--- config.mk ---
export PLATFORM = sky130hd
export DESIGN_NAME = edge_event_arbiter
export DESIGN_NICKNAME = d
export VERILOG_FILES = /design/src/rtl/edge_event_arbiter.sv
export SDC_FILE = /design/constraint.sdc
export NUM_CORES = 1
export LEC_CHECK = 0
export ABC_AREA = 1
export BUFFER_PORTS_ARGS = -buffer_cell sky130_fd_sc_hd__buf_2
export CORE_AREA = 2 2 73 75
export DETAILED_ROUTE_END_ITERATION = 8
export DIE_AREA = 0 0 75 77
export MAX_ROUTING_LAYER = met4
export PLACE_DENSITY = 0.79
export SYNTH_ARGS = -nofsm -noshare
export SYNTH_HDL_FRONTEND = slang
export SYNTH_SLANG_ARGS = --single-unit
export TNS_END_PERCENT = 1
--- constraint.sdc ---
create_clock -name clk -period 5.6 [get_ports clk]
set_input_delay 1.12 -clock clk [delete_from_list [all_inputs] [get_ports clk]]
set_output_delay 1.12 -clock clk [all_outputs]
set_load 0.1 [all_outputs]
--- src/rtl/edge_event_arbiter.sv ---
// rtl/edge_event_arbiter.sv - per-channel edge event queues with round-robin output stage
//
// Purpose:
//   Captures 1-cycle rise/fall pulses from N_CH edge channels into a 2-entry
//   FIFO per channel. Queued events are round-robin arbitrated onto a single
//   valid/ready event stream, tagged with channel ID and edge type.
//
// Ports:
//   clk        system clock, rising edge
//   rst        asynchronous active-high reset
//   rise_in    per-channel rising-edge pulses
//   fall_in    per-channel falling-edge pulses
//   en         1 = output stage may load new events
//   flush      synchronous clear of all queues and the output stage
//   ovf_clr    write-one-clear of the sticky overflow bits
//   evt_valid  output event valid
//   evt_ready  consumer accepts when evt_valid && evt_ready
//   evt_ch     channel of the output event
//   evt_rise   1 = rising edge, 0 = falling edge
//   pend       per channel: queue not empty (registered count)
//   ovf        per channel: sticky, an event was dropped
module edge_event_arbiter #(
  parameter int N_CH = 4,
  localparam int ID_W = $clog2(N_CH)
) (
  input  logic            clk,
  input  logic            rst,
  input  logic [N_CH-1:0] rise_in,
  input  logic [N_CH-1:0] fall_in,
  input  logic            en,
  input  logic            flush,
  input  logic [N_CH-1:0] ovf_clr,
  output logic            evt_valid,
  input  logic            evt_ready,
  output logic [ID_W-1:0] evt_ch,
  output logic            evt_rise,
  output logic [N_CH-1:0] pend,
  output logic [N_CH-1:0] ovf
);

  // Per-channel FIFO state: two edge-type bits, count 0..2, head/tail index.
  logic [N_CH-1:0][1:0] fifo_q, fifo_d;
  logic [N_CH-1:0][1:0] cnt_q, cnt_d;
  logic [N_CH-1:0]      head_q, head_d;
  logic [N_CH-1:0]      tail_q, tail_d;
  logic [N_CH-1:0]      ovf_q, ovf_d;
  logic [ID_W-1:0]      last_grant_q, last_grant_d;

  logic                 evt_valid_q, evt_valid_d;
  logic [ID_W-1:0]      evt_ch_q, evt_ch_d;
  logic                 evt_rise_q, evt_rise_d;

  logic                 loadable;
  logic                 any_pend;
  logic [ID_W-1:0]      winner;
  logic [N_CH-1:0]      pop;
  logic [N_CH-1:0]      keep_r, keep_f;
  logic [N_CH-1:0]      ovf_set;

  // The output register may take a new event when it is empty or its
  // current event is being accepted this cycle.
  assign loadable = en && (!evt_valid_q || evt_ready);

  // Round-robin search starting one past the last granted channel.
  always_comb begin
    logic [ID_W-1:0] idx;
    any_pend = 1'b0;
    winner   = '0;
    idx      = '0;
    for (int i = 0; i < N_CH; i++) begin
      idx = ID_W'((int'(last_grant_q) + 1 + i) % N_CH);
      if (!any_pend && (cnt_q[idx] != 2'd0)) begin
        any_pend = 1'b1;
        winner   = idx;
      end
    end
  end

  always_comb begin
    pop = '0;
    if (loadable && any_pend && !flush) begin
      pop[winner] = 1'b1;
    end
  end

  // Push acceptance. A pop in the same cycle frees its slot, so a full
  // queue being drained can still take one new event. Rise is placed
  // ahead of fall when both arrive together.
  always_comb begin
    int free_slots;
    free_slots = 0;
    keep_r     = '0;
    keep_f     = '0;
    ovf_set    = '0;
    fifo_d     = fifo_q;
    cnt_d      = cnt_q;
    head_d     = head_q;
    tail_d     = tail_q;
    for (int ch = 0; ch < N_CH; ch++) begin
      free_slots = 2 - int'(cnt_q[ch]) + int'(pop[ch]);
      keep_r[ch] = rise_in[ch] && (free_slots >= 1);
      keep_f[ch] = fall_in[ch] && (free_slots >= (keep_r[ch] ? 2 : 1));
      ovf_set[ch] = (rise_in[ch] && !keep_r[ch]) || (fall_in[ch] && !keep_f[ch]);
      if (keep_r[ch]) begin
        fifo_d[ch][tail_q[ch]] = 1'b1;
      end
      if (keep_f[ch]) begin
        fifo_d[ch][tail_q[ch] ^ keep_r[ch]] = 1'b0;
      end
      tail_d[ch] = tail_q[ch] ^ (keep_r[ch] ^ keep_f[ch]);
      head_d[ch] = head_q[ch] ^ pop[ch];
      cnt_d[ch]  = cnt_q[ch] - {1'b0, pop[ch]} + {1'b0, keep_r[ch]} + {1'b0, keep_f[ch]};
    end
    // Flush discards everything in flight, including this cycle's pushes,
    // and those discarded pushes are not overflows.
    if (flush) begin
      cnt_d   = '0;
      head_d  = '0;
      tail_d  = '0;
      ovf_set = '0;
    end
  end

  // Set wins over a simultaneous clear.
  assign ovf_d = (ovf_q & ~ovf_clr) | ovf_set;

  always_comb begin
    evt_valid_d  = evt_valid_q;
    evt_ch_d     = evt_ch_q;
    evt_rise_d   = evt_rise_q;
    last_grant_d = last_grant_q;
    if (flush) begin
      evt_valid_d = 1'b0;
    end else if (loadable) begin
      if (any_pend) begin
        evt_valid_d  = 1'b1;
        evt_ch_d     = winner;
        evt_rise_d   = fifo_q[winner][head_q[winner]];
        last_grant_d = winner;
      end else begin
        evt_valid_d = 1'b0;
      end
    end else if (evt_valid_q && evt_ready) begin
      // en=0: finish the handshake but do not reload.
      evt_valid_d = 1'b0;
    end
  end

  always_ff @(posedge clk or posedge rst) begin
    if (rst) begin
      fifo_q       <= '0;
      cnt_q        <= '0;
      head_q       <= '0;
      tail_q       <= '0;
      ovf_q        <= '0;
      last_grant_q <= ID_W'(N_CH - 1);
      evt_valid_q  <= 1'b0;
      evt_ch_q     <= '0;
      evt_rise_q   <= 1'b0;
    end else begin
      fifo_q       <= fifo_d;
      cnt_q        <= cnt_d;
      head_q       <= head_d;
      tail_q       <= tail_d;
      ovf_q        <= ovf_d;
      last_grant_q <= last_grant_d;
      evt_valid_q  <= evt_valid_d;
      evt_ch_q     <= evt_ch_d;
      evt_rise_q   <= evt_rise_d;
    end
  end

  always_comb begin
    pend = '0;
    for (int ch = 0; ch < N_CH; ch++) begin
      pend[ch] = (cnt_q[ch] != 2'd0);
    end
  end

  assign evt_valid = evt_valid_q;
  assign evt_ch    = evt_ch_q;
  assign evt_rise  = evt_rise_q;
  assign ovf       = ovf_q;

endmodule

==> results of run 1 <==
metal layers:
layer | GRT usage | up-vias
li1 | - | 1317
met1 | 0.300 | 1162
met2 | 0.395 | 56
met3 | 0.0434 | 9
met4 | 0.0982 | 0
met5 | - | -
worst max-delay path by stage:
stage | start | end | slack [ns] | cells after the start
2_1_floorplan | evt_ready | cnt_q[7] | 1.16 | 24
3_3_place_gp | evt_ready | cnt_q[7] | 0.71 | 25
3_5_place_dp | evt_ready | cnt_q[7] | 0.62 | 25
4_1_cts | last_grant_q[0] | cnt_q[7] | 0.71 | 28
5_1_grt | last_grant_q[0] | cnt_q[5] | 0.19 | 28
6_report | last_grant_q[0] | cnt_q[7] | 0.69 | 29
kinds of logic after synthesis:
| family | count (synthesis) | share of synthesized area |
|---|---|---|
| xor gates and xnor gates | 8 | 0.0241 |
| muxes | 1 | 0.00387 |
| DFF | 34 | 0.293 |
| and+or+nand+nor | 185 | 0.295 |
| buffers and inverters | 77 | 0.111 |
| AOI/OAI and AO/OA | 61 | 0.124 |
| adders and majority gates | 32 | 0.148 |
cell usage in the layout, fill, tap and decap left out, types with 4 or more instances in the layout:
master    count
nand2_1     112
inv_1        68
nor2_1       34
o21ai_0      33
dfrtp_1      32
ha_1         28
buf_2        28
nand3_1      14
a21oi_1      13
o31ai_1       7
nand2_2       6
nand3_2       5
clkbuf_8      5
xnor2_1       4
nand3_4       4
nor2_2        4
xor2_1        4
fa_1          4
flip-flops by register name, indices dropped and copies added (netlist names):
signal,count
ovf,4
head_q,4
evt_valid,1
cnt_q,8
evt_ch,2
evt_rise,1
last_grant_q,2
fifo_q,8
tail_q,4
per-stage QoR:
step / utilization / area (um2) / cells / hold WS, ns / setup WS [ns]
global placement: 0.624 / 3110 / 493 / 0.462 / 0.707
global route: 0.647 / 3220 / 501 / 0.519 / 0.188
floorplan: - / 2910 / 398 / 0.478 / 1.16
CTS: 0.647 / 3220 / 501 / 0.488 / 0.706
finish: 0.647 / 3220 / 501 / 0.484 / 0.689
detailed placement: 0.624 / 3110 / 493 / 0.467 / 0.617
worst min-delay path, cell delays in order, from the launching register on:
cell and delay (ns):
dfrtp_1 0.35, nand2_1 0.05, nand2_1 0.06
area by class of cell:
| class | count | area share |
|---|---|---|
| Inverter | 72 | 0.0863 |
| Tap cell | 70 | 0.0272 |
| Clock inverter | 3 | 0.0140 |
| Sequential cell | 34 | 0.265 |
| Clock buffer | 5 | 0.0214 |
| Timing Repair Buffer | 30 | 0.0482 |
| Multi-Input combinational cell | 287 | 0.538 |
==> key figures, run 1 <==
Hold path
  – Worst hold endpoint: evt_ch[0]
  – Hold Path Class: reg2reg
  – Hold path startpoint: evt_ch[0]
  – Hold path depth: 2

Clocking
  – Post-CTS sizing: 0
  – CTS Buffer Depth: 2
  – Worst-path clk slew: 0.07 ns
  – Worst skew pair latency: 0.29 ns
  – CTS Root Cell: clkbuf_8
  – TritonCTS clock tree: yes
  – Clock sink count: 34
  – CTS Buf Count: 5
  – H-tree depth: 2
  – Cts hold-fix bufs: 0
  – # Post-CTS Setup Buffers: 0

Layout
  – Area occupied by multi-input gates: 1730 um2
  – Nets@finish: 479
  – Share of cells above drive strength 1: 0.162
  – N_diodes: 0
  – Area Growth Syn to Fin: 10.7%
  – FF/Latch Area: 853 um2
  – Fillers: 436

Die
  – Die height: 77 um
  – Die ar.: 5780 um2
  – I/O Pins: 29
  – Core Area: 4980 um2
  – Site Rows: 26
  – Chip width: 75 um
  – Initial core utilization: 0.584

Detailed routing
  – DRC: 0
  – WL per Instance: 11.6 um
  – Post-DR vias/cell: 5.08
  – Via count: 2544
  – WL met2: 2820 um
  – DR top layer: met4
  – First-pass detailed-route iteration total: 4
  – Remaining antenna violation count after routing: 0
  – First DRT Iteration DRCs: 153
  – DRT Wirelength: 5820 um
  – M1 WL: 2600 um
  – Met3 routed WL: 261 um

Critical path
  – CP arrival: 5.08 ns
  – Worst Path Required: 5.77 ns
  – Largest stage delay, worst path: 0.72 ns
  – R2R Path End: cnt_q[7]
  – Worst R2R Path Depth: 29
  – Most used cell, CP: nand2_1
  – CP max-delay cell: dfstp_2
  – Peak fanout along the critical path: 19
  – R2r setup slk: 0.69 ns
  – Kind of critical path: reg2reg
  – CP delay by family, top: simple AND/OR/NAND/NOR gates
  – Worst r2r src: last_grant_q[0]
  – CP Capture Type: register
  – Buffers and inverters on the worst path: 5
  – CP Launch Type: register

Synth
  – Mean area per synthesized cell: 7.31 um2
  – Post-synth top area share: 0.275
  – Synth area leaders: dfrtp_1, nand2_1, ha_1
  – Cell count after synthesis: 398
  – Sequential element share of the synthesized area: 0.293
  – Flops & latches, synth: 34
  – Synth top cells by count: nand2_1, inv_1, nor2_1
  – Fraction of registers with async set/reset: 1.00
  – Ys flop type: dfrtp_1
  – Yosys cell types: 32
  – Synth warn: 0
  – Post-Syn Area: 2910 um2
  – Most frequent cell after synthesis: nand2_1
  – Syn Nets: 447
  – Area leader, netlist: dfrtp_1
  – Post-synth EDFFs: 0

GRT
  – Pin count of the biggest net entering global routing: 35
  – GRT Total Usage: 0.245
  – First-pass GRT wire length: 10800 um
  – Vias in the first global route: 2582
  – Initial antenna violation count: 0
  – GRT overflow: 0

Timing
  – Worst-Margin Slew: 0.503 ns
  – Minimum clock period: 4.91 ns
  – Endpoints failing hold: 0
  – Setup TNS: 0 ns
  – Final number of setup-violating endpoints: 0
  – Fmax: 0.204 GHz
  – RSZ-0062 raised after global routing: no
  – Rel. slew slack: 0.667
  – Max Slew Vio Count: 0
  – Clock skew: 0.00363 ns
  – Period utilisation layout: 0.877

Job
  – MaxCap Viol Count: 0

Placement
  – Port Buf Inserts: 28
  – Hpwl dp: 4610 um
  – GPL Wtd Cong: 0.901

Status
  – Outcome: completed
Power of run 1 is left out: the tool's default activity adds up to more than one toggle a clock period on the data nets, which glitch-free logic cannot reach.
==> run 2, diff against run 1 <==
--- a/config.mk
+++ b/config.mk
@@ -6,10 +6,10 @@
 export NUM_CORES = 1
 export LEC_CHECK = 0
 export ABC_AREA = 1
-export BUFFER_PORTS_ARGS = -buffer_cell sky130_fd_sc_hd__buf_2
-export CORE_AREA = 2 2 73 75
+export BUFFER_PORTS_ARGS = -buffer_cell sky130_fd_sc_hd__buf_4
+export CORE_AREA = 3 3 74 76
 export DETAILED_ROUTE_END_ITERATION = 8
-export DIE_AREA = 0 0 75 77
+export DIE_AREA = 0 0 77 79
 export MAX_ROUTING_LAYER = met4
 export PLACE_DENSITY = 0.79
 export SYNTH_ARGS = -nofsm -noshare
==> key figures, run 2 (synthesis results as in run 1) <==
Layout
  – Most common cell after layout, fill and taps aside: nand2_1
  – Fillers: 428
  – Fin area: 3260 um2
  – Nets@finish: 479
  – Most frequent cells in the layout: nand2_1, inv_1, nor2_1
  – Area Growth Syn to Fin: 12.2%
  – Final core occ: 0.682
  – N_diodes: 0
  – Top flop regs: cnt_q x8, fifo_q x8
  – Share of cells above drive strength 1: 0.160

Clocking
  – # Post-CTS Setup Buffers: 0
  – H-tree depth: 2
  – Worst skew pair latency: 0.28 ns
  – Cts hold-fix bufs: 0
  – CTS Root Cell: clkbuf_8
  – Clock sink count: 34
  – CTS Buffer Depth: 2
  – TritonCTS clock tree: yes
  – Worst-path clk slew: 0.07 ns
  – Post-CTS sizing: 0
  – CTS Buf Count: 5

Timing
  – Fmax: 0.201 GHz
  – Rel. slew slack: 0.713
  – RSZ-0062 raised after global routing: no
  – Max Slew Vio Count: 0
  – Endpoints failing hold: 0
  – Clock skew: 0.00359 ns
  – Setup TNS: 0 ns
  – Final number of setup-violating endpoints: 0
  – Minimum clock period: 4.97 ns
  – Worst-Margin Slew: 0.431 ns
  – Period utilisation layout: 0.888
  – Final setup margin: 0.628 ns

Hold path
  – Worst hold endpoint: evt_rise
  – Hold path depth: 2
  – Hold Path Class: reg2reg
  – Hold path startpoint: evt_rise

Job
  – MaxCap Viol Count: 0

Critical path
  – Peak fanout along the critical path: 19
  – Worst R2R Path Depth: 30
  – CP Launch Type: register
  – Largest stage delay, worst path: 0.74 ns
  – CP max-delay cell: dfstp_2
  – Kind of critical path: reg2reg
  – R2r setup slk: 0.63 ns
  – CP arrival: 5.14 ns
  – CP Capture Type: register
  – Buffers and inverters on the worst path: 6
  – Worst r2r src: last_grant_q[0]
  – R2R Path End: cnt_q[5]
  – Most used cell, CP: nand2_1
  – Worst Path Required: 5.77 ns
  – CP delay by family, top: simple AND/OR/NAND/NOR gates

Detailed routing
  – DRC: 0
  – WL per Instance: 11.5 um
  – First-pass detailed-route iteration total: 4
  – Remaining antenna violation count after routing: 0
  – Via count: 2544
  – DRT Wirelength: 5740 um
  – First DRT Iteration DRCs: 85
  – Post-DR vias/cell: 5.11

Die
  – Initial core utilization: 0.608
  – Die ar.: 6080 um2
  – I/O Pins: 29
  – Site Rows: 25
  – Die height: 79 um
  – Chip width: 77 um
  – Core Area: 4790 um2

Placement
  – Hpwl dp: 4570 um
  – GPL Wtd Cong: 0.847
  – Worst slack, placed: 0.635 ns
  – Post-placement cell area: 3170 um2
  – Port Buf Inserts: 28

GRT
  – Initial antenna violation count: 0
  – Pin count of the biggest net entering global routing: 35
  – First-pass GRT wire length: 10900 um
  – GRT Total Usage: 0.225
  – Vias in the first global route: 2560
  – GRT overflow: 0

Status
  – Outcome: completed
-- run 2: cell count changes in the layout (fill, tap and decap cells not counted), sizes merged --
cell / delta
bufinv: -1
clkinvlp: -2
clkinv: +1
clkbuf: +2
-- run 2: per-layer routing --
layer / track usage / wire length [um] / vias to the layer above
met5: - / 0 / -
met4: 0.0676 / 82 / 0
met3: 0.0306 / 187 / 9
met2: 0.397 / 2810 / 46
met1: 0.270 / 2660 / 1175
li1: - / - / 1314
-- run 2: worst max path at each step --
stage	startpoint	to	slack (ns)	cells past startpoint
after CTS	last_grant_q[0]	cnt_q[5]	0.66	30
after global routing	last_grant_q[0]	cnt_q[5]	0.004	30
after detailed placement	evt_ready	cnt_q[7]	0.63	25
after floorplan	evt_ready	cnt_q[7]	1.16	24
final	last_grant_q[0]	cnt_q[5]	0.63	30
after global placement	evt_ready	cnt_q[7]	0.82	25
-- run 2: metrics by stage --
| stage | hold slack [ns] | instances |
|---|---|---|
| 2_1_floorplan | 0.478 | 398 |
| 3_3_place_gp | 0.510 | 490 |
| 3_5_place_dp | 0.495 | 490 |
| 4_1_cts | 0.523 | 498 |
| 5_1_grt | 0.531 | 498 |
| 6_report | 0.515 | 498 |
-- run 2: area by class of cell --
| type | instances | area [um2] | area share |
|---|---|---|---|
| Tap cell | 67 | 83.8 | 0.0257 |
| Inverter | 72 | 278 | 0.0851 |
| Multi-Input combinational cell | 287 | 1730 | 0.531 |
| Clock inverter | 1 | 5.00 | 0.00153 |
| Sequential cell | 34 | 853 | 0.262 |
| Clock buffer | 7 | 86.3 | 0.0265 |
| Timing Repair Buffer | 30 | 225 | 0.0690 |
-- run 2: worst reg2reg max path: cells and delay by family (launching register included) --
| family | cells | cell delay, ns |
|---|---|---|
| compound gates | 6 | 1.17 |
| simple gates | 14 | 1.36 |
| fa+ha+maj | 4 | 1.00 |
| flops | 1 | 0.74 |
| buf+inv | 6 | 0.60 |
Power of run 2 is left out for the same reason.
